File: src/rtl/fifo_pkg.sv
// Shared types and helpers for the async FIFO write side.
// Holds the skid-buffer state encoding and Gray decode.
package fifo_pkg;

    typedef enum logic [1:0] {
        EMPTY = 2'd0,
        ONE   = 2'd1,
        TWO   = 2'd2
    } skid_state_e;

    // Gray to binary; callers zero-extend and truncate.
    function automatic logic [31:0] gray2bin(input logic [31:0] g);
        logic [31:0] b;
        b[31] = g[31];
        for (int i = 30; i >= 0; i--) begin
            b[i] = b[i+1] ^ g[i];
        end
        return b;
    endfunction

endpackage

File: src/rtl/sync_r2w.sv
// Two-flop synchronizer bringing the Gray read pointer
// into the write clock domain.
module sync_r2w #(
    parameter int ADDRSIZE = 4
) (
    input  logic                wclk,
    input  logic                wrst_n,
    input  logic [ADDRSIZE:0]   rptr,
    output logic [ADDRSIZE:0]   wq2_rptr
);

    logic [ADDRSIZE:0] r_q1;
    logic [ADDRSIZE:0] r_q2;

    // Plain two-stage flop chain, nothing between stages.
    always_ff @(posedge wclk or negedge wrst_n) begin
        if (!wrst_n) begin
            r_q1 <= '0;
            r_q2 <= '0;
        end else begin
            r_q1 <= rptr;
            r_q2 <= r_q1;
        end
    end

    assign wq2_rptr = r_q2;

endmodule

File: src/rtl/wr_flow_ctrl.sv
// Write-side flow control: 2-entry skid buffer feeding
// the FIFO, plus fill level, almost-full and error flag.
module wr_flow_ctrl
    import fifo_pkg::*;
#(
    parameter int ADDRSIZE  = 4,
    parameter int DSIZE     = 8,
    parameter int AF_THRESH = (1 << ADDRSIZE) - 2
) (
    input  logic                wclk,
    input  logic                wrst_n,
    input  logic                s_valid,
    input  logic [DSIZE-1:0]    s_data,
    output logic                s_ready,
    input  logic [ADDRSIZE:0]   rptr,
    input  logic [ADDRSIZE:0]   wptr,
    input  logic                wfull,
    output logic                winc,
    output logic [DSIZE-1:0]    wdata,
    output logic [ADDRSIZE:0]   wq2_rptr,
    output logic [ADDRSIZE:0]   wlevel,
    output logic                walmost_full,
    output logic                werr
);

    localparam int PW = ADDRSIZE + 1;
    localparam logic [ADDRSIZE:0] LP_AF  = PW'(AF_THRESH);
    localparam logic [ADDRSIZE:0] LP_MAX = PW'(1 << ADDRSIZE);

    skid_state_e       r_state;
    skid_state_e       w_nstate;
    logic [DSIZE-1:0]  r_buf0;
    logic [DSIZE-1:0]  r_buf1;
    logic [DSIZE-1:0]  w_nbuf0;
    logic [DSIZE-1:0]  w_nbuf1;
    logic              r_ready;
    logic              r_af;
    logic              r_err;
    logic              w_push;
    logic              w_pop;
    logic [ADDRSIZE:0] w_wbin;
    logic [ADDRSIZE:0] w_rbin;

    sync_r2w #(
        .ADDRSIZE (ADDRSIZE)
    ) u_sync (
        .wclk     (wclk),
        .wrst_n   (wrst_n),
        .rptr     (rptr),
        .wq2_rptr (wq2_rptr)
    );

    assign w_wbin = PW'(gray2bin(32'(wptr)));
    assign w_rbin = PW'(gray2bin(32'(wq2_rptr)));
    assign wlevel = w_wbin - w_rbin;

    assign w_push = s_valid & r_ready;
    assign w_pop  = (r_state != EMPTY) & ~wfull;

    assign winc    = w_pop;
    assign wdata   = r_buf0;
    assign s_ready = r_ready;

    assign walmost_full = r_af;
    assign werr         = r_err;

    // Skid next state; buf0 is always the oldest word.
    always_comb begin
        w_nstate = r_state;
        w_nbuf0  = r_buf0;
        w_nbuf1  = r_buf1;
        unique case (r_state)
            EMPTY: begin
                if (w_push) begin
                    w_nstate = ONE;
                    w_nbuf0  = s_data;
                end
            end
            ONE: begin
                if (w_push && w_pop) begin
                    w_nbuf0 = s_data;
                end else if (w_push) begin
                    w_nstate = TWO;
                    w_nbuf1  = s_data;
                end else if (w_pop) begin
                    w_nstate = EMPTY;
                end
            end
            TWO: begin
                if (w_pop) begin
                    w_nstate = ONE;
                    w_nbuf0  = r_buf1;
                end
            end
            default: begin
                w_nstate = EMPTY;
            end
        endcase
    end

    // Skid state, storage and registered ready.
    always_ff @(posedge wclk or negedge wrst_n) begin
        if (!wrst_n) begin
            r_state <= EMPTY;
            r_buf0  <= '0;
            r_buf1  <= '0;
            r_ready <= 1'b0;
        end else begin
            r_state <= w_nstate;
            r_buf0  <= w_nbuf0;
            r_buf1  <= w_nbuf1;
            r_ready <= (w_nstate != TWO);
        end
    end

    // Almost-full flag and sticky level-corruption flag.
    always_ff @(posedge wclk or negedge wrst_n) begin
        if (!wrst_n) begin
            r_af  <= 1'b0;
            r_err <= 1'b0;
        end else begin
            r_af <= (wlevel >= LP_AF);
            if (wlevel > LP_MAX) begin
                r_err <= 1'b1;
            end
        end
    end

endmodule

File: config.mk
export PLATFORM = sky130hd
export DESIGN_NAME = wr_flow_ctrl
export DESIGN_NICKNAME = d
export VERILOG_FILES = /design/src/rtl/fifo_pkg.sv /design/src/rtl/sync_r2w.sv /design/src/rtl/wr_flow_ctrl.sv
export SDC_FILE = /design/constraint.sdc
export NUM_CORES = 1
export LEC_CHECK = 0
export ABC_AREA = 0
export CORE_AREA = 2 2 57 59
export CTS_CLUSTER_SIZE = 25
export DETAILED_ROUTE_END_ITERATION = 6
export DIE_AREA = 0 0 59 61
export DONT_BUFFER_PORTS = 1
export PLACE_DENSITY = 0.69
export SYNTH_ARGS = -nofsm -noshare
export SYNTH_HDL_FRONTEND = slang
export SYNTH_SLANG_ARGS = --single-unit
File: constraint.sdc
create_clock -name wclk -period 8.2 [get_ports wclk]
set_input_delay 1.64 -clock wclk [delete_from_list [all_inputs] [get_ports wclk]]
set_output_delay 1.64 -clock wclk [all_outputs]
set_load 0.005 [all_outputs]
==> run summary, run 1 <==
status: completed
CP required: 6.56 ns
WS Path Type: in -> out
final setup fails: 0
Worst-Margin Slew: 1.028 ns
GR Util met2: 26.67%
root buf cell: clkbuf_4
yosys warns: 0
final setup margin: 2.740 ns
overall power: 462.7 uW
setup tns final: 0 ns
clk sinks: 31
Port Buffers: 0
overall routing resource usage: 15.47%
initial antenna violation count: 0
most common cell after layout, fill and taps aside: dfrtp_1
Leakage: 0.0006534 uW
clk slew on worst S/H paths: 0.08 ns
Area Growth Syn to Fin: 6.991%
sequential fraction of the synthesis area: 54.87%
area share of the largest cell type after synthesis: 54.87%
Max clock buf depth: 2
routability cong.: 0.7186
Post-layout nets: 144
H-tree Lvls: 2
Setup WS pre-CTS: 2.703 ns
fmax: 0.1831 GHz
Wirelength per Cell: 15.86 um
peak supply drop: 0.1434 mV
largest net degree at the start of global routing: 32
# hold bufs at CTS: 0
finished layout cell area: 1513 um2
Hold Fails Final Rpt: 0
commonest cells after routing, fill and taps aside: dfrtp_1 (31), nor2_1 (11), mux2_2 (10)
GR Layer Usage met1: 15.67%
crit start category: primary input
Placed Area: 1444 um2
Syn Area/Cell: 12.40 um2
fin crit period: 5.460 ns
CTS tree: done
CP Data Arrival Time: 3.82 ns
Crit. End Element: output pin
register bit total from synthesis: 31
Vias/cell: 5.467
ANT nets after route: 0
Synth area leaders: dfrtp_1 (55%), mux2_2 (8.0%), mux2i_1 (5.7%)
RSZ-0062 raised after global routing: no
Unique masters post-synth: 28
DIE HEIGHT: 61 um
diodes inserted: 0
total CTS buffers: 5
fin crit share: 66.59%
post_cts resized: 0
core area: 2953 um2
P per Cell Area: 305.8 nW/um2
Mapped Nets: 140
Synth Cell Area: 1414 um2
dpl cells: 144
post-DP HPWL: 1844 um
number of global-route vias before repair: 863
total gr overflow: 0
die footprint: 3599 um2
Slew Viols, Final: 0
post-CTS setup buffers: 0
Worst-Skew Late Latency: 0.32 ns
GR peak layer: met2
DR DRC count: 0
biggest area consumer among synthesized cells: dfrtp_1
DRT Pass-1 Iters: 4
drt initial violations: 20
critical-path maximum fanout: 4
I/O Pins: 44
headroom to the max-slew limit: 31.01%
Post-Synthesis Cells: 114
Max Cap Viol: 0
Die W: 59 um
detailed-route via count: 831
share of cells above drive strength 1: 18.49%
worst clock skew: 0.005865 ns
Hold Crit Class: reg -> reg
routed wire length: 2411 um
final cell count without fillers: 152
first-pass GRT wire length: 3891 um
Rows: 20
Starting Density: 47.88%
GRT met3 Usage: 7.463%
==> synth_stat cells, drive strengths merged <==
cell / n
o21bai: 1
nand2: 4
nor4: 1
xnor3: 1
a2bb2oi: 1
mux2i: 8
nor2b: 1
clkbuf: 3
xor3: 1
dfrtp: 31
nor3: 1
xor2: 3
a21oi: 9
nand3: 1
nor3b: 1
mux2: 10
maj3: 2
ha: 3
o22ai: 1
nor2: 11
fa: 1
o21ai: 2
inv: 8
a21o: 1
xnor2: 8
==> logic make-up (layout without fill, tap and decap cells) <==
| kind of cell | count (synthesis) | in the layout | share of synthesized area [%] |
|---|---|---|---|
| multiplexers | 18 | 18 | 13.63 |
| adder cells (fa/ha/maj) | 6 | 6 | 5.576 |
| flip-flops | 31 | 31 | 54.87 |
| XOR/XNOR | 13 | 13 | 10.27 |
| buffers and inverters | 11 | 16 | 2.920 |
| AO/OA/AOI/OAI | 15 | 15 | 6.284 |
| AND/OR/NAND/NOR | 20 | 20 | 6.460 |
==> critical path: stages <==
cell	delay, ns
xor3_2	0.46
xnor2_1	0.36
xor2_1	0.12
ha_1	0.25
fa_1	0.37
inv_1	0.10
maj3_2	0.19
a21oi_2	0.05
xnor2_1	0.27
==> power by group <==
part / total [uW] / switching (uW) / internal, uW
Clock: 98.3 / 48.0 / 50.4
Sequential: 236 / 34.3 / 202
Combinational: 128 / 64.9 / 63.5
==> flip-flops by register name, indices dropped and copies added (netlist names) <==
| register | count |
|---|---|
| r_buf1 | 8 |
| r_state | 2 |
| s_ready | 1 |
| u_sync.r_q1 | 5 |
| u_sync.wq2_rptr | 5 |
| walmost_full | 1 |
| wdata | 8 |
| werr | 1 |
==> metrics by stage <==
stage	hold slack [ns]	util, %
after floorplan	0.3312	-
after global placement	0.3339	48.90
after detailed placement	0.3362	48.90
after CTS	0.3564	51.23
after global routing	0.3736	51.23
final	0.3530	51.23
==> final timing paths <==
kind	startpoint	to	slack, ns	depth (start not counted)
max in group asynchronous	wrst_n	u_sync.wq2_rptr[0]	7.12	0
setup / recovery	wptr[2]	wlevel[4]	2.74	9
min in group asynchronous	wrst_n	wdata[5]	1.00	0
hold reg to reg	u_sync.r_q1[0]	u_sync.wq2_rptr[0]	0.35	0
hold / removal	u_sync.r_q1[0]	u_sync.wq2_rptr[0]	0.35	0
setup reg to reg	u_sync.wq2_rptr[4]	werr	5.49	10
==> layout make-up <==
type | instances | area (um2)
Fill cell | 262 | 1440
Inverter | 8 | 30.03
Multi-Input combinational cell | 72 | 596.8
Clock buffer | 8 | 68.82
Sequential cell | 31 | 775.7
Tap cell | 33 | 41.29
==> layer usage <==
metal / up-vias / wire length (um)
met1: 397 / 872
met3: 9 / 215
met5: - / 0
met4: 0 / 70
li1: 390 / -
met2: 35 / 1253
No activity file was read; power rests on OpenSTA's default activity.
==> inputs of run 2 (changes only) <==
- PLACE_DENSITY: 0.69 -> 0.72
- clock period: 8.2 -> 4.7 ns (I/O delays scaled with it)
==> run summary, run 2 (synthesis results as in run 1) <==
status: completed
Crit. End Element: output pin
commonest cells after routing, fill and taps aside: dfrtp_1 (31), nor2_1 (11), mux2_2 (10)
RSZ-0062 raised after global routing: no
DRT Pass-1 Iters: 2 (-2)
critical-path maximum fanout: 4 (unchanged)
crit start category: primary input
delay of the slowest critical-path stage: 0.46 ns (about the same)
Worst-Margin Slew: 1.083 ns (+0.05449 ns)
Hold Fails Final Rpt: 0 (unchanged)
setup tns final: 0 ns (unchanged)
initial antenna violation count: 0 (unchanged)
die footprint: 3599 um2 (unchanged)
Die W: 59 um (unchanged)
DIE HEIGHT: 61 um (unchanged)
Worst-Skew Late Latency: 0.32 ns (about the same)
most common cell after layout, fill and taps aside: dfrtp_1
overall routing resource usage: 14.75% (-0.72 points)
CP required: 3.76 ns (-2.80 ns)
slowest CP cell: xor3_2
peak supply drop: 0.2394 mV (+67%)
final cell count without fillers: 152 (unchanged)
H-tree Lvls: 2 (unchanged)
overall power: 802.3 uW (+73%)
P per Cell Area: 530.4 nW/um2 (+73%)
Hold Crit Class: in -> async
largest net degree at the start of global routing: 32 (unchanged)
share of cells above drive strength 1: 18.49% (unchanged)
drt initial violations: 37 (+85%)
post_cts resized: 0 (unchanged)
Rows: 20 (unchanged)
fmax: 0.2443 GHz
Slew Viols, Final: 0 (unchanged)
post-DP HPWL: 1694 um (-8.1%)
post-CTS setup buffers: 0 (unchanged)
worst clock skew: 0.006590 ns (+0.0007252 ns)
total gr overflow: 0 (unchanged)
ANT nets after route: 0 (unchanged)
routability cong.: 0.7651 (+6.5%)
# hold bufs at CTS: 0 (unchanged)
Wirelength per Cell: 15.16 um (-4.4%)
diodes inserted: 0 (unchanged)
Port Buffers: 0 (unchanged)
routed wire length: 2305 um (-4.4%)
dpl cells: 144 (unchanged)
Setup WS pre-CTS: 0.5922 ns (-2.111 ns)
first-pass GRT wire length: 3726 um (-4.2%)
Max clock buf depth: 2 (unchanged)
clk slew on worst S/H paths: 0.09 ns (about the same)
core area: 2953 um2 (unchanged)
final setup margin: 0.6070 ns (-2.133 ns)
DR DRC count: 0 (unchanged)
crit path cell chain: xor3_2 -> xnor2_1 -> xor2_1 -> ha_1 -> fa_1 -> inv_1 -> maj3_2 -> a21oi_2 -> xnor2_1
Max Cap Viol: 0 (unchanged)
Post-layout nets: 144 (unchanged)
I/O Pins: 44 (unchanged)
final core utilization: 51.23% (unchanged)
Starting Density: 47.88% (unchanged)
WS Path Type: in -> out
clk sinks: 31 (unchanged)
fin crit share: 87.08%
headroom to the max-slew limit: 27.35% (-3.7 points)
root buf cell: clkbuf_4
CTS tree: done
number of global-route vias before repair: 822 (-4.8%)
most frequent CP cell: xnor2_1
fin crit period: 4.093 ns
total CTS buffers: 5 (unchanged)
Area Growth Syn to Fin: 6.991% (unchanged)
final setup fails: 0 (unchanged)
Leakage: 0.0006534 uW (unchanged)
Vias/cell: 5.368 (-1.8%)
CP Data Arrival Time: 3.15 ns (-0.67 ns)
detailed-route via count: 816 (-1.8%)
==> run 2: cell counts in the layout (fill, tap and decap cells not counted) <==
Identical to the previous run, type by type.
==> run 2: final timing paths <==
check	startpoint	endpoint	slack [ns]	cells past startpoint
min reg2reg	u_sync.r_q1[4]	u_sync.wq2_rptr[4]	0.35	0
min	wrst_n	r_buf1[4]	0.30	0
min in group wclk	u_sync.r_q1[4]	u_sync.wq2_rptr[4]	0.35	0
max reg2reg	u_sync.wq2_rptr[4]	werr	1.99	10
max in group asynchronous	wrst_n	u_sync.wq2_rptr[3]	4.32	0
max	wptr[2]	wlevel[4]	0.61	9
==> run 2: cell type report <==
class                           count  area [um2]
Fill cell                         275        1440
Multi-Input combinational cell     72       596.8
Clock buffer                        8       68.82
Sequential cell                    31       775.7
Tap cell                           33       41.29
Inverter                            8       30.03
==> run 2: where the power goes <==
| part | total [uW] | internal, uW | switching [uW] |
|---|---|---|---|
| logic | 222 | 110 | 112 |
| registers | 409 | 352 | 57.5 |
| clock network | 171 | 88.0 | 83.3 |
==> run 2: stage by stage <==
stage          instance area, um2  hold WS (ns)
2_1_floorplan                1414        0.3312
3_3_place_gp                 1444        0.3362
3_5_place_dp                 1444        0.3365
4_1_cts                      1513        0.2813
5_1_grt                      1513        0.2566
6_report                     1513        0.3031
==> run 2: routing by layer <==
metal	vias to the layer above	share of wire, %	GRT usage [%]
met5	-	0	0
met4	0	1.3	7.792
met3	4	8.3	7.036
met2	28	49	23.02
met1	392	41	16.92
li1	392	-	-
==> run 2: critical path: cells and delay by family <==
| family | cells | cell delay, ns |
|---|---|---|
| compound gates | 1 | 0.06 |
| buf+inv | 1 | 0.10 |
| fa+ha+maj | 3 | 0.82 |
| xor+xnor | 4 | 1.23 |
